<file path="src/rtl/mem_bus_ctl_pkg.sv">
// Shared types for the memory bus controller: FSM encoding, transaction kinds,
// byte-lane enables and the lane-select helper.
package mem_bus_ctl_pkg;

    typedef enum logic [1:0] {
        MB_IDLE = 2'b00,
        MB_BUS  = 2'b01,
        MB_DONE = 2'b10
    } mb_state_e;

    typedef enum logic [1:0] {
        K_FETCH = 2'b00,
        K_LOAD  = 2'b01,
        K_STORE = 2'b10
    } mb_kind_e;

    localparam logic [1:0]  BE_LO    = 2'b01;
    localparam logic [1:0]  BE_HI    = 2'b10;
    localparam logic [1:0]  BE_WORD  = 2'b11;
    localparam logic [15:0] ERR_WORD = 16'hFFFF;

    // Everything about an accepted request except its address.
    typedef struct packed {
        mb_kind_e    kind;
        logic        byte_acc;
        logic        lane_hi;
        logic [1:0]  be;
        logic [15:0] wdata;
    } mb_txn_t;

    function automatic logic [7:0] lane_sel(input logic hi, input logic [15:0] w);
        return hi ? w[15:8] : w[7:0];
    endfunction

endpackage

</file>
<file path="src/rtl/mem_bus_ctl_if.sv">
// External 16-bit memory bus: one req/ack handshake shared by fetch, load and store.
interface mem_bus_ctl_if #(
    parameter int ADDR_W = 16
);
    logic              bus_req;
    logic              bus_we;
    logic [1:0]        bus_be;
    logic [ADDR_W-1:0] bus_addr;
    logic [15:0]       bus_wdata;
    logic [15:0]       bus_rdata;
    logic              bus_ack;

    modport master (
        output bus_req, bus_we, bus_be, bus_addr, bus_wdata,
        input  bus_rdata, bus_ack
    );

    modport slave (
        input  bus_req, bus_we, bus_be, bus_addr, bus_wdata,
        output bus_rdata, bus_ack
    );
endinterface

</file>
<file path="src/rtl/mem_byte_lane.sv">
// Byte-lane shaping: store replication, byte enables and zero-extended load extraction.
// Purely combinational so other bus masters can share it.
module mem_byte_lane
    import mem_bus_ctl_pkg::*;
(
    input  logic        i_byte,
    input  logic        i_lane_hi,
    input  logic [15:0] i_wdata,
    input  logic [15:0] i_rdata,
    output logic [1:0]  o_be,
    output logic [15:0] o_wdata,
    output logic [15:0] o_rdata
);
    always_comb begin
        o_be    = BE_WORD;
        o_wdata = i_wdata;
        o_rdata = i_rdata;
        if (i_byte) begin
            o_be    = i_lane_hi ? BE_HI : BE_LO;
            o_wdata = {2{i_wdata[7:0]}};
            o_rdata = {8'h00, lane_sel(i_lane_hi, i_rdata)};
        end
    end
endmodule

</file>
<file path="src/rtl/mem_bus_ctl.sv">
// Memory-side stage: sole owner of the external bus, arbitrates data over fetch,
// stalls control via mem_wait and aborts an unacknowledged request after TIMEOUT cycles.
module mem_bus_ctl
    import mem_bus_ctl_pkg::*;
#(
    parameter int ADDR_W  = 16,
    parameter int TIMEOUT = 15
) (
    input  logic          clk,
    input  logic          rst,
    input  logic          fetch_req,
    input  logic [15:0]   pc,
    input  logic          data_rd,
    input  logic          data_wr,
    input  logic          data_byte,
    input  logic [15:0]   data_addr,
    input  logic [15:0]   data_wdata,
    output logic          mem_wait,
    output logic [15:0]   instr_o,
    output logic [15:0]   rdata_o,
    output logic          bus_err,
    mem_bus_ctl_if.master bus
);
    localparam logic [7:0] TO_LAST = 8'(TIMEOUT - 1);

    mb_state_e         r_state, w_next;
    mb_txn_t           r_txn;
    logic [ADDR_W-1:0] r_addr;
    logic [7:0]        r_cnt;
    logic [15:0]       r_instr, r_rdata;
    logic              r_err;

    logic              w_data_req, w_on_bus, w_timeout, w_pend_fetch;
    logic              w_lane_byte, w_lane_hi;
    logic [1:0]        w_lane_be;
    logic [15:0]       w_lane_wdata, w_lane_rdata;
    logic              w_bus_req, w_bus_we;
    logic [1:0]        w_bus_be;
    logic [ADDR_W-1:0] w_bus_addr;
    logic [15:0]       w_bus_wdata;

    assign w_data_req = data_rd | data_wr;

    // In IDLE the lane logic shapes the incoming request; in BUS it extracts from bus_rdata.
    assign w_lane_byte = (r_state == MB_IDLE) ? data_byte    : r_txn.byte_acc;
    assign w_lane_hi   = (r_state == MB_IDLE) ? data_addr[0] : r_txn.lane_hi;

    mem_byte_lane u_lane (
        .i_byte    (w_lane_byte),
        .i_lane_hi (w_lane_hi),
        .i_wdata   (data_wdata),
        .i_rdata   (bus.bus_rdata),
        .o_be      (w_lane_be),
        .o_wdata   (w_lane_wdata),
        .o_rdata   (w_lane_rdata)
    );

    always_ff @(posedge clk or negedge rst) begin
        if (!rst) r_state <= MB_IDLE;
        else      r_state <= w_next;
    end

    always_comb begin
        w_next = r_state;
        case (r_state)
            MB_IDLE: if (w_data_req | fetch_req)       w_next = MB_BUS;
            MB_BUS:  if (bus.bus_ack | w_timeout)      w_next = MB_DONE;
            MB_DONE:                                   w_next = MB_IDLE;
            default:                                   w_next = MB_IDLE;
        endcase
    end

    always_comb begin
        w_on_bus     = (r_state == MB_BUS);
        w_timeout    = w_on_bus & ~bus.bus_ack & (r_cnt == TO_LAST);
        // A fetch that lost arbitration keeps control stalled through the data DONE cycle.
        w_pend_fetch = (r_state == MB_DONE) & fetch_req & (r_txn.kind != K_FETCH);
        mem_wait     = rst & ((((r_state != MB_DONE) & (w_data_req | fetch_req))) | w_pend_fetch);
        w_bus_req    = w_on_bus;
        w_bus_we     = w_on_bus & (r_txn.kind == K_STORE);
        w_bus_be     = w_on_bus ? r_txn.be    : 2'b00;
        w_bus_addr   = w_on_bus ? r_addr      : '0;
        w_bus_wdata  = w_on_bus ? r_txn.wdata : 16'h0000;
    end

    assign bus.bus_req   = w_bus_req;
    assign bus.bus_we    = w_bus_we;
    assign bus.bus_be    = w_bus_be;
    assign bus.bus_addr  = w_bus_addr;
    assign bus.bus_wdata = w_bus_wdata;

    always_ff @(posedge clk or negedge rst) begin
        if (!rst) begin
            r_txn   <= '0;
            r_addr  <= '0;
            r_cnt   <= 8'd0;
            r_instr <= 16'h0000;
            r_rdata <= 16'h0000;
            r_err   <= 1'b0;
        end else begin
            r_err <= w_timeout;
            case (r_state)
                MB_IDLE: begin
                    r_cnt <= 8'd0;
                    if (w_data_req) begin
                        r_txn.kind     <= data_wr ? K_STORE : K_LOAD;
                        r_txn.byte_acc <= data_byte;
                        r_txn.lane_hi  <= data_addr[0];
                        r_txn.be       <= w_lane_be;
                        r_txn.wdata    <= w_lane_wdata;
                        r_addr         <= ADDR_W'(data_addr & 16'hFFFE);
                    end else if (fetch_req) begin
                        r_txn.kind     <= K_FETCH;
                        r_txn.byte_acc <= 1'b0;
                        r_txn.lane_hi  <= 1'b0;
                        r_txn.be       <= BE_WORD;
                        r_txn.wdata    <= 16'h0000;
                        r_addr         <= ADDR_W'(pc & 16'hFFFE);
                    end
                end
                MB_BUS: begin
                    if (bus.bus_ack) begin
                        if (r_txn.kind == K_FETCH)     r_instr <= bus.bus_rdata;
                        else if (r_txn.kind == K_LOAD) r_rdata <= w_lane_rdata;
                    end else if (w_timeout) begin
                        if (r_txn.kind == K_FETCH)     r_instr <= ERR_WORD;
                        else if (r_txn.kind == K_LOAD) r_rdata <= ERR_WORD;
                    end else begin
                        r_cnt <= r_cnt + 8'd1;
                    end
                end
                default: ;
            endcase
        end
    end

    assign instr_o = r_instr;
    assign rdata_o = r_rdata;
    assign bus_err = r_err;

endmodule

</file>
<file path="src/flat_wrapper.sv">
// flat-port wrapper written by rule: the top's interface ports become plain ports
module mem_bus_ctl_flat import mem_bus_ctl_pkg::*;
#(
    parameter int ADDR_W  = 16,
    parameter int TIMEOUT = 15
)
  (clk, rst, fetch_req, pc, data_rd, data_wr, data_byte, data_addr, data_wdata, mem_wait, instr_o, rdata_o, bus_err, bus_bus_req, bus_bus_we, bus_bus_be, bus_bus_addr, bus_bus_wdata, bus_bus_rdata, bus_bus_ack);
  mem_bus_ctl_if #(.ADDR_W(ADDR_W)) bus_i ();
  input  logic clk;
  input  logic rst;
  input  logic fetch_req;
  input  logic [15:0] pc;
  input  logic data_rd;
  input  logic data_wr;
  input  logic data_byte;
  input  logic [15:0] data_addr;
  input  logic [15:0] data_wdata;
  output logic mem_wait;
  output logic [15:0] instr_o;
  output logic [15:0] rdata_o;
  output logic bus_err;
  output wire logic [$bits(bus_i.bus_req)-1:0] bus_bus_req;
  output wire logic [$bits(bus_i.bus_we)-1:0] bus_bus_we;
  output wire logic [$bits(bus_i.bus_be)-1:0] bus_bus_be;
  output wire logic [$bits(bus_i.bus_addr)-1:0] bus_bus_addr;
  output wire logic [$bits(bus_i.bus_wdata)-1:0] bus_bus_wdata;
  input wire logic [$bits(bus_i.bus_rdata)-1:0] bus_bus_rdata;
  input wire logic [$bits(bus_i.bus_ack)-1:0] bus_bus_ack;
  assign bus_bus_req = bus_i.bus_req;
  assign bus_bus_we = bus_i.bus_we;
  assign bus_bus_be = bus_i.bus_be;
  assign bus_bus_addr = bus_i.bus_addr;
  assign bus_bus_wdata = bus_i.bus_wdata;
  assign bus_i.bus_rdata = bus_bus_rdata;
  assign bus_i.bus_ack = bus_bus_ack;
  mem_bus_ctl #(.ADDR_W(ADDR_W), .TIMEOUT(TIMEOUT)) u_core (.clk(clk), .rst(rst), .fetch_req(fetch_req), .pc(pc), .data_rd(data_rd), .data_wr(data_wr), .data_byte(data_byte), .data_addr(data_addr), .data_wdata(data_wdata), .mem_wait(mem_wait), .instr_o(instr_o), .rdata_o(rdata_o), .bus_err(bus_err), .bus(bus_i));
endmodule
</file>
<file path="config.mk">
export PLATFORM = sky130hd
export DESIGN_NAME = mem_bus_ctl_flat
export DESIGN_NICKNAME = d
export VERILOG_FILES = /design/src/rtl/mem_bus_ctl_pkg.sv /design/src/rtl/mem_bus_ctl_if.sv /design/src/rtl/mem_byte_lane.sv /design/src/rtl/mem_bus_ctl.sv /design/src/flat_wrapper.sv
export SDC_FILE = /design/constraint.sdc
export NUM_CORES = 1
export LEC_CHECK = 0
export ABC_AREA = 1
export CAP_MARGIN = 10
export CORE_ASPECT_RATIO = 0.75
export CORE_MARGIN = 1.5
export CORE_UTILIZATION = 51
export CTS_CLUSTER_DIAMETER = 100
export DETAILED_ROUTE_END_ITERATION = 6
export PLACE_DENSITY = 0.95
export SYNTH_ARGS = -nofsm -noshare
export SYNTH_HDL_FRONTEND = slang
export SYNTH_HIERARCHICAL = 1
export SYNTH_SLANG_ARGS = --single-unit
</file>
<file path="constraint.sdc">
create_clock -name clk -period 3.4 [get_ports clk]
set_input_delay 0.68 -clock clk [delete_from_list [all_inputs] [get_ports clk]]
set_output_delay 0.68 -clock clk [all_outputs]
set_load 0.1 [all_outputs]
</file>
Yosys cells after proc, flatten, opt, wreduce, memory -nomap -nowiden
Index checks and enable logic that the tools add are counted.
- word-level logic and storage cells: 77
- register bits: 81
- output and inout port bits: 70
- reduce and logical (&&, ||, !) cells: 11
- equal/unequal tests: 10
- bitwise operators: 13
- multiplexer cells: 31
- add/sub/neg operators: 1
- operators by type and width (operator ; number):
    2-to-1 mux 16 bit ; 16
    2-to-1 mux 22 bit ; 2
    2-to-1 mux 8 bit ; 3
    case mux 8 bit (2 select lines) ; 1
    2-to-1 mux 2 bit ; 6
    adder 8 x 1 -> 8 bit, second input constant ; 1
    equality test 8 x 4 -> 1 bit, second input constant ; 1
    inequality test 2 bit, second input constant ; 4
    nonzero test 2 bit ; 4
    bitwise AND 1 bit ; 7
    AND reduction 3 bit ; 2
    equality test 2 x 1 -> 1 bit, second input constant ; 2
    equality test 2 bit, second input constant ; 2
    zero test 2 bit ; 2
    OR 1 bit ; 4
    case mux 2 bit (2 select lines) ; 1
    AND reduction 2 bit ; 2
    AND reduction 4 bit ; 1
    2-to-1 mux 1 bit ; 2
    inequality test 2 x 1 -> 1 bit, second input constant ; 1
    NOT 1 bit ; 2

Logic depth before layout (Yosys ltp)
Gate-level depths: netlist (run 1).
- word-level depth: 7
- mapped depth: 11

Modules after synthesis
The synthesis (run 1) kept the hierarchy.
- modules (own cells, without submodules) (module ; area each (um2) ; instances ; sequential area each (um2) ; cells an instance):
    mem_bus_ctl ; 4124.0 ; 1 ; 2001.9 ; 542
    mem_byte_lane ; 412.9 ; 1 ; 0.0 ; 80

Worst setup path after synthesis (run 1)
OpenSTA, ideal clock, no wires.
- path kind: input to output
- start point: input data_rd
- end point: output mem_wait
- buffers on the path: 0
- data arrival time: 2.389 ns
- slack: 0.331 ns
- stages on the path: 4
- data required time: 2.720 ns
- path through: nor2_4 > nand2_1 > nand2_1 > a31oi_1
- cells in the longest elaborated chain, start to end: 5
- RTL lines (what ; RTL line ; source):
    start, declared ; flat_wrapper.sv:13 ; input logic data_rd;
    OR 1 bit ; mem_bus_ctl.sv:42 ; assign w_data_req = data_rd | data_wr;
    OR 1 bit ; mem_bus_ctl.sv:78 ; mem_wait = rst & ((((r_state != MB_DONE) & (w_data_req | fetch_req))) | w_pend_fetch);
    bitwise AND 1 bit ; mem_bus_ctl.sv:78 ;
    OR 1 bit ; mem_bus_ctl.sv:78 ;
    bitwise AND 1 bit ; mem_bus_ctl.sv:78 ;
    end, declared ; flat_wrapper.sv:18 ; output logic mem_wait;
Every way passes these cells.

Final worst setup path (run 1)
- start point: register u_core.r_state[0]
- end point: output bus_bus_req
- cells in the longest elaborated chain, start to end: 1
- RTL lines (what ; RTL line ; source):
    start, declared ; mem_bus_ctl.sv:26 ; mb_state_e r_state, w_next;
    start signal, assigned ; mem_bus_ctl.sv:60 ; else r_state <= w_next;
    equality test 2 x 1 -> 1 bit ; mem_bus_ctl.sv:74 ; w_on_bus = (r_state == MB_BUS);
    end, declared ; flat_wrapper.sv:22 ; output wire logic [$bits(bus_i.bus_req)-1:0] bus_bus_req;
Every way passes these cells.

==> flow_metrics.env, run 1 <==
export IMPL_sequential_area_share_after_synthesis_pct=44.1
export IMPL_max_slew_margin_pct=34.1
export IMPL_drt_pre_antenna_iters=7
export IMPL_cts_repair_timing_setup_buffer_count=0
export IMPL_skew_ns=0.0108
export IMPL_worstMarginPinSlew_ns=0.985
export IMPL_max_clock_path_buffers=2
export IMPL_track_usage_pct=26.4
export IMPL_grt_overflow_total=0
export IMPL_ios=141
export IMPL_worst_setup_path_start_kind="flip-flop"
export IMPL_postSynthNetCount=695
export IMPL_worst_setup_path_end_kind="primary output"
export IMPL_place_detailed_hpwl_um=8810
export IMPL_grt_pass1_wl_um=20200
export IMPL_final_antenna_net_count=0
export IMPL_hold_viol_final=0
export IMPL_req_time_crit_path_ns=2.72
export IMPL_fmax_mhz=360
export IMPL_timing_max_cap_violations=0
export IMPL_numPortBuffers=138
export IMPL_postSynth_asyncResetShare_pct=100
export IMPL_crit_arrival_ns=2.10
export IMPL_design_final_nets=812
export IMPL_cts_max_level=3
export IMPL_post_synth_num_cell_types=34
export IMPL_final_routed_drc_violation_total=11
export IMPL_synth_edff_count=0
export IMPL_timing_worst_setup_path_type="flip-flop to primary output"
export IMPL_cts_root_buffer="sky130_fd_sc_hd__clkbuf_16"
export IMPL_floorplan_die_height_um=84.7
export IMPL_violations="DRC"
export IMPL_iteration_0_drc_count_of_the_detailed_router=409
export IMPL_avgSynthCellArea_sq_um=7.29
export IMPL_number_of_buffers_created_by_cts=9
export IMPL_status="finished, violations left"
export IMPL_num_vias=4503
export IMPL_synth_top_flop_cell="sky130_fd_sc_hd__dfrtp_1"
export IMPL_critical_path_peak_fanout=39
export IMPL_area_growth_synth_to_final_pct=32.6
export IMPL_rows=29
export IMPL_cts_tree="yes"
export IMPL_post_route_cells_drive_above_1_share_pct=16.4
export IMPL_finalWorstPathRequiredPeriod_ns=2.78
export IMPL_setup_repair_after_global_routing_missed_its_margin="false"
export IMPL_antenna_diode_count=0
export IMPL_ys_ff_latch=80
export IMPL_setup_violations_final=0
export IMPL_grt_antenna_before_repair=0
export IMPL_final_period_utilization_pct=81.7
export IMPL_post_cts_resized_instances=0
export IMPL_clk_insertion_delay_late_ns=0.34
export IMPL_clkTransAtPathRegs_ns=0.07
export IMPL_number_of_buffers_added_to_fix_hold_violations_after_cts=0
export IMPL_netlist_area_before_placement_sq_um=4540
export IMPL_fp_dieArea_sq_um=9480
export IMPL_gp_routability_congestion=0.935
export IMPL_wirelength_um=12300
export IMPL_worst_hold_path_type="primary input to async pin"
export IMPL_die_w_um=112
export IMPL_setup_tns_final_ns=0
export IMPL_syn_inst=622
export IMPL_core_area_sq_um=8560
export IMPL_rr_worst_depth=7
export IMPL_vias_per_cell=5.29
export IMPL_number_of_global_route_vias_before_repair=4220
export IMPL_tritoncts_num_sinks=80
export IMPL_floorplan_initialDensity_pct=53.0
export IMPL_avgRoutedWirePerCell_um=14.4
export IMPL_grt_start_max_net_pins=52
export IMPL_maxSlewViolCount=0
export IMPL_yosysWarnings=6
==> per-stage QoR <==
stage	worst slack [ns]	cells	area, sq um	util, %	hold WS [ns]
floorplan	0.331	622	4540	-	0.384
detailed placement	0.709	835	5670	66.2	0.464
finish	0.624	852	6020	70.3	0.440
global placement	0.731	835	5670	66.2	0.456
global route	0.527	852	6020	70.3	0.488
CTS	0.666	851	6010	70.2	0.455
==> path summary, 6_finish.rpt <==
path	start	to	slack [ns]
max in group asynchronous	rst	u_core/r_cnt[4]$_DFFE_PN0P_	2.02
worst max-delay path	u_core/r_state[0]$_DFFE_PN0P_	bus_bus_req	0.62
worst min register to register	u_core/instr_o[4]$_DFFE_PN0P_	u_core/instr_o[4]$_DFFE_PN0P_	0.48
min in group clk	u_core/instr_o[4]$_DFFE_PN0P_	u_core/instr_o[4]$_DFFE_PN0P_	0.48
worst max register to register	u_core/r_state[0]$_DFFE_PN0P_	u_core/instr_o[0]$_DFFE_PN0P_	1.04
worst min-delay path	rst	u_core/rdata_o[12]$_DFFE_PN0P_	0.44
==> kinds of logic (layout without fill, tap and decap cells) <==
logic type / after synthesis / in the layout / share of synthesized area [%]
XOR/XNOR: 1 / 1 / 0.193
AO/OA/AOI/OAI: 72 / 72 / 9.43
flip-flops: 80 / 80 / 44.1
buffers and inverters: 141 / 263 / 14.9
AND/OR/NAND/NOR: 325 / 325 / 30.7
adder cells (fa/ha/maj): 2 / 2 / 0.551
other: 1 / 1 / 0.0827
==> placed cells by master (no fill, tap or decap), drive strengths merged <==
cell type      netlist  final
a21oi                3      3
nand2              193    193
dfrtp               80     80
nor2                73     73
conb                 1      1
bufinv               0      2
xor2                 1      1
nand3               50     50
inv                101    105
ha                   2      2
o21ai               49     49
clkdlybuf4s50        0     77
o22ai                3      3
buf                 30     68
nand4                1      1
nand3b               1      1
clkbuf              10     11
o21a                 1      1
nor3                 2      2
or2                  4      4
a31oi               16     16
nor4                 1      1
==> registers in the layout, indices dropped and copies added (netlist names) <==
name,cells
u_core/r_cnt,8
u_core/r_state,2
u_core/r_addr,15
u_core/rdata_o,16
u_core/bus_err,1
u_core/r_txn,22
u_core/instr_o,16
==> cells in the mapped netlist, types with 2 or more instances <==
cell type	instances	area (sq um)
sky130_fd_sc_hd__o21ai_2	11	96.3
sky130_fd_sc_hd__a21oi_1	3	15.0
sky130_fd_sc_hd__inv_1	99	372
sky130_fd_sc_hd__buf_4	11	82.6
sky130_fd_sc_hd__nor2_4	2	22.5
sky130_fd_sc_hd__nand2_1	180	676
sky130_fd_sc_hd__o21ai_0	36	180
sky130_fd_sc_hd__nor2_2	2	12.5
sky130_fd_sc_hd__o22ai_1	3	18.8
sky130_fd_sc_hd__dfrtp_1	80	2000
sky130_fd_sc_hd__o21ai_1	2	10.0
sky130_fd_sc_hd__or2_2	4	25.0
sky130_fd_sc_hd__nand3_1	49	245
sky130_fd_sc_hd__ha_1	2	25.0
sky130_fd_sc_hd__nand2_4	4	45.0
sky130_fd_sc_hd__buf_2	8	40.0
sky130_fd_sc_hd__a31oi_1	16	100
sky130_fd_sc_hd__nor2_1	69	259
sky130_fd_sc_hd__inv_2	2	7.51
sky130_fd_sc_hd__nand2_2	9	56.3
sky130_fd_sc_hd__clkbuf_1	9	33.8
sky130_fd_sc_hd__buf_6	9	101
==> final cells by class <==
cell class	count	area [sq um]
sequential	80	2000
clock buffer	10	239
multi-input combinational	401	1860
clock inverter	6	97.6
inverter	101	379
fill	633	2550
tap	108	135
timing repair buffer	146	1300
==> metal layers <==
metal	part of all wire (%)	vias up	global-route usage, %
li1	-	2128	-
met2	46	239	41.6
met1	43	2104	36.0
met3	8.8	32	6.93
met5	0	-	0
met4	2.0	0	8.28
==> worst max-delay path: stages (launching register included) <==
cell and delay (ns):
sky130_fd_sc_hd__dfrtp_1 0.52, sky130_fd_sc_hd__nand2_2 0.53, sky130_fd_sc_hd__inv_2 0.35, sky130_fd_sc_hd__buf_4 0.34
Power of run 1 is left out: the tool's default activity adds up to more than one toggle a clock period on the data nets, which glitch-free logic cannot reach.
==> run 2, diff against run 1 <==
CORE_UTILIZATION = 43   (was 51)
PLACE_DENSITY = 0.87   (was 0.95)
clock period = 2.5 ns   (was 3.4 ns; I/O delays follow)
==> flow_metrics.env, run 2 (synthesis gave the netlist of run 1 again) <==
export IMPL_status="finished, final reports clean"
export IMPL_vias_per_cell=4.77
export IMPL_skew_ns=0.00725
export IMPL_cp_cell_sequence="nand2_2 > buf_12 > nor2_1 > buf_12"
export IMPL_timing_max_cap_violations=0
export IMPL_worst_setup_path_end_kind="primary output"
export IMPL_grt_pass1_wl_um=19700
export IMPL_place_detailed_hpwl_um=8530
export IMPL_cts_tree="yes"
export IMPL_clkTransAtPathRegs_ns=0.06
export IMPL_area_growth_synth_to_final_pct=42.1
export IMPL_post_cts_resized_instances=0
export IMPL_hold_viol_final=0
export IMPL_antenna_diode_count=0
export IMPL_wirelength_um=11600
export IMPL_req_time_crit_path_ns=2.00
export IMPL_max_clock_path_buffers=2
export IMPL_num_vias=4219
export IMPL_fp_dieArea_sq_um=11200
export IMPL_post_route_cells_drive_above_1_share_pct=17.5
export IMPL_final_routed_drc_violation_total=0
export IMPL_cts_max_level=3
export IMPL_cts_root_buffer="sky130_fd_sc_hd__clkbuf_16"
export IMPL_iteration_0_drc_count_of_the_detailed_router=240
export IMPL_crit_arrival_ns=1.76
export IMPL_largest_reg_flops=22
export IMPL_final_antenna_net_count=0
export IMPL_crit_path_max_incr_delay_ns=0.52
export IMPL_ios=141
export IMPL_worstPathBufferInverterCount=2
export IMPL_rows=32
export IMPL_floorplan_die_height_um=92.0
export IMPL_number_of_buffers_created_by_cts=9
export IMPL_postLayoutCellArea_sq_um=6450
export IMPL_max_slew_margin_pct=50.0
export IMPL_final_period_utilization_pct=90.5
export IMPL_grt_antenna_before_repair=0
export IMPL_grt_start_max_net_pins=81
export IMPL_die_w_um=122
export IMPL_track_usage_pct=22.3
export IMPL_timing_worst_setup_path_type="flip-flop to primary output"
export IMPL_worst_path_max_delay_cell="sky130_fd_sc_hd__dfrtp_1"
export IMPL_number_of_global_route_vias_before_repair=4112
export IMPL_most_frequent_cells_in_the_layout="sky130_fd_sc_hd__nand2_1, sky130_fd_sc_hd__inv_1, sky130_fd_sc_hd__dfrtp_1, sky130_fd_sc_hd__nor2_1, sky130_fd_sc_hd__clkdlybuf4s50_1"
export IMPL_critical_path_peak_fanout=32
export IMPL_setup_repair_after_global_routing_missed_its_margin="false"
export IMPL_core_area_sq_um=10300
export IMPL_number_of_buffers_added_to_fix_hold_violations_after_cts=0
export IMPL_floorplan_initialDensity_pct=44.1
export IMPL_setup_violations_final=0
export IMPL_fmax_mhz=442
export IMPL_finalWorstPathRequiredPeriod_ns=2.26
export IMPL_clk_insertion_delay_late_ns=0.33
export IMPL_tritoncts_num_sinks=80
export IMPL_gp_routability_congestion=0.868
export IMPL_cpMostUsedCell="sky130_fd_sc_hd__buf_12"
export IMPL_maxSlewViolCount=0
export IMPL_drt_pre_antenna_iters=4
export IMPL_worst_setup_path_start_kind="flip-flop"
export IMPL_placed_cell_area_sq_um=6200
export IMPL_largest_register="u_core/r_txn"
export IMPL_post_route_util_pct=62.7
export IMPL_final_common_cell="sky130_fd_sc_hd__nand2_1"
export IMPL_hold_ws_ns=0.221
export IMPL_grt_overflow_total=0
export IMPL_path_delay_family="flip-flops"
export IMPL_cts_repair_timing_setup_buffer_count=0
export IMPL_worstMarginPinSlew_ns=0.749
export IMPL_avgRoutedWirePerCell_um=13.1
export IMPL_numPortBuffers=138
export IMPL_design_final_nets=817
export IMPL_worst_hold_path_type="primary input to async pin"
## run 2: cell count changes in the layout (fill, tap and decap cells not counted), sizes merged
cell	delta
inv	-4
clkinv	+1
clkdlybuf4s50	-9
buf	+15
clkbuf	+3
bufinv	-2
## run 2: final cells by class
class / instances / area [sq um]
fillers: 873 / 3840
inverters: 101 / 379
repair buffers: 151 / 1780
multi-input cells: 401 / 1870
clock buffers: 14 / 244
well taps: 136 / 170
clock inverters: 1 / 5.00
flip-flops and latches: 80 / 2000
## run 2: layer usage
layer / GRT usage [%] / part of all wire, % / up-vias
met5: 0 / 0 / -
met2: 35.3 / 47 / 126
met4: 4.80 / 0.68 / 0
met1: 29.6 / 45 / 1948
met3: 7.90 / 7.8 / 10
li1: - / - / 2135
## run 2: worst register-to-register path: stages, from the launching register on
cell	delay, ns
sky130_fd_sc_hd__dfrtp_1	0.52
sky130_fd_sc_hd__nand2_2	0.24
sky130_fd_sc_hd__buf_12	0.23
sky130_fd_sc_hd__nor2_1	0.09
sky130_fd_sc_hd__nand2_1	0.10
sky130_fd_sc_hd__nand2_4	0.30
sky130_fd_sc_hd__nand2_4	0.22
sky130_fd_sc_hd__nand2_1	0.13
sky130_fd_sc_hd__nand2_1	0.06
## run 2: metrics by stage
step           setup slack, ns  setup TNS [ns]  cells
6_report                 0.237               0    884
5_1_grt                  0.153               0    884
4_1_cts                  0.212               0    884
3_5_place_dp             0.330               0    869
3_3_place_gp             0.340               0    869
2_1_floorplan           -0.183           -5.50    622
## run 2: final timing paths
| check | depth (start not counted) | slack [ns] | end | start |
|---|---|---|---|---|
| worst min-delay path | 2 | 0.22 | u_core/r_txn[6]$_DFFE_PN0P_ | rst |
| worst max register to register | 8 | 0.50 | u_core/instr_o[3]$_DFFE_PN0P_ | u_core/r_state[0]$_DFFE_PN0P_ |
| worst max-delay path | 4 | 0.24 | bus_bus_addr[1] | u_core/r_state[0]$_DFFE_PN0P_ |
| min in group clk | 2 | 0.47 | u_core/rdata_o[3]$_DFFE_PN0P_ | u_core/rdata_o[3]$_DFFE_PN0P_ |
| worst min register to register | 2 | 0.47 | u_core/rdata_o[3]$_DFFE_PN0P_ | u_core/rdata_o[3]$_DFFE_PN0P_ |
| max in group asynchronous | 2 | 1.92 | u_core/bus_err$_DFF_PN0_ | rst |
Power of run 2 is left out for the same reason.
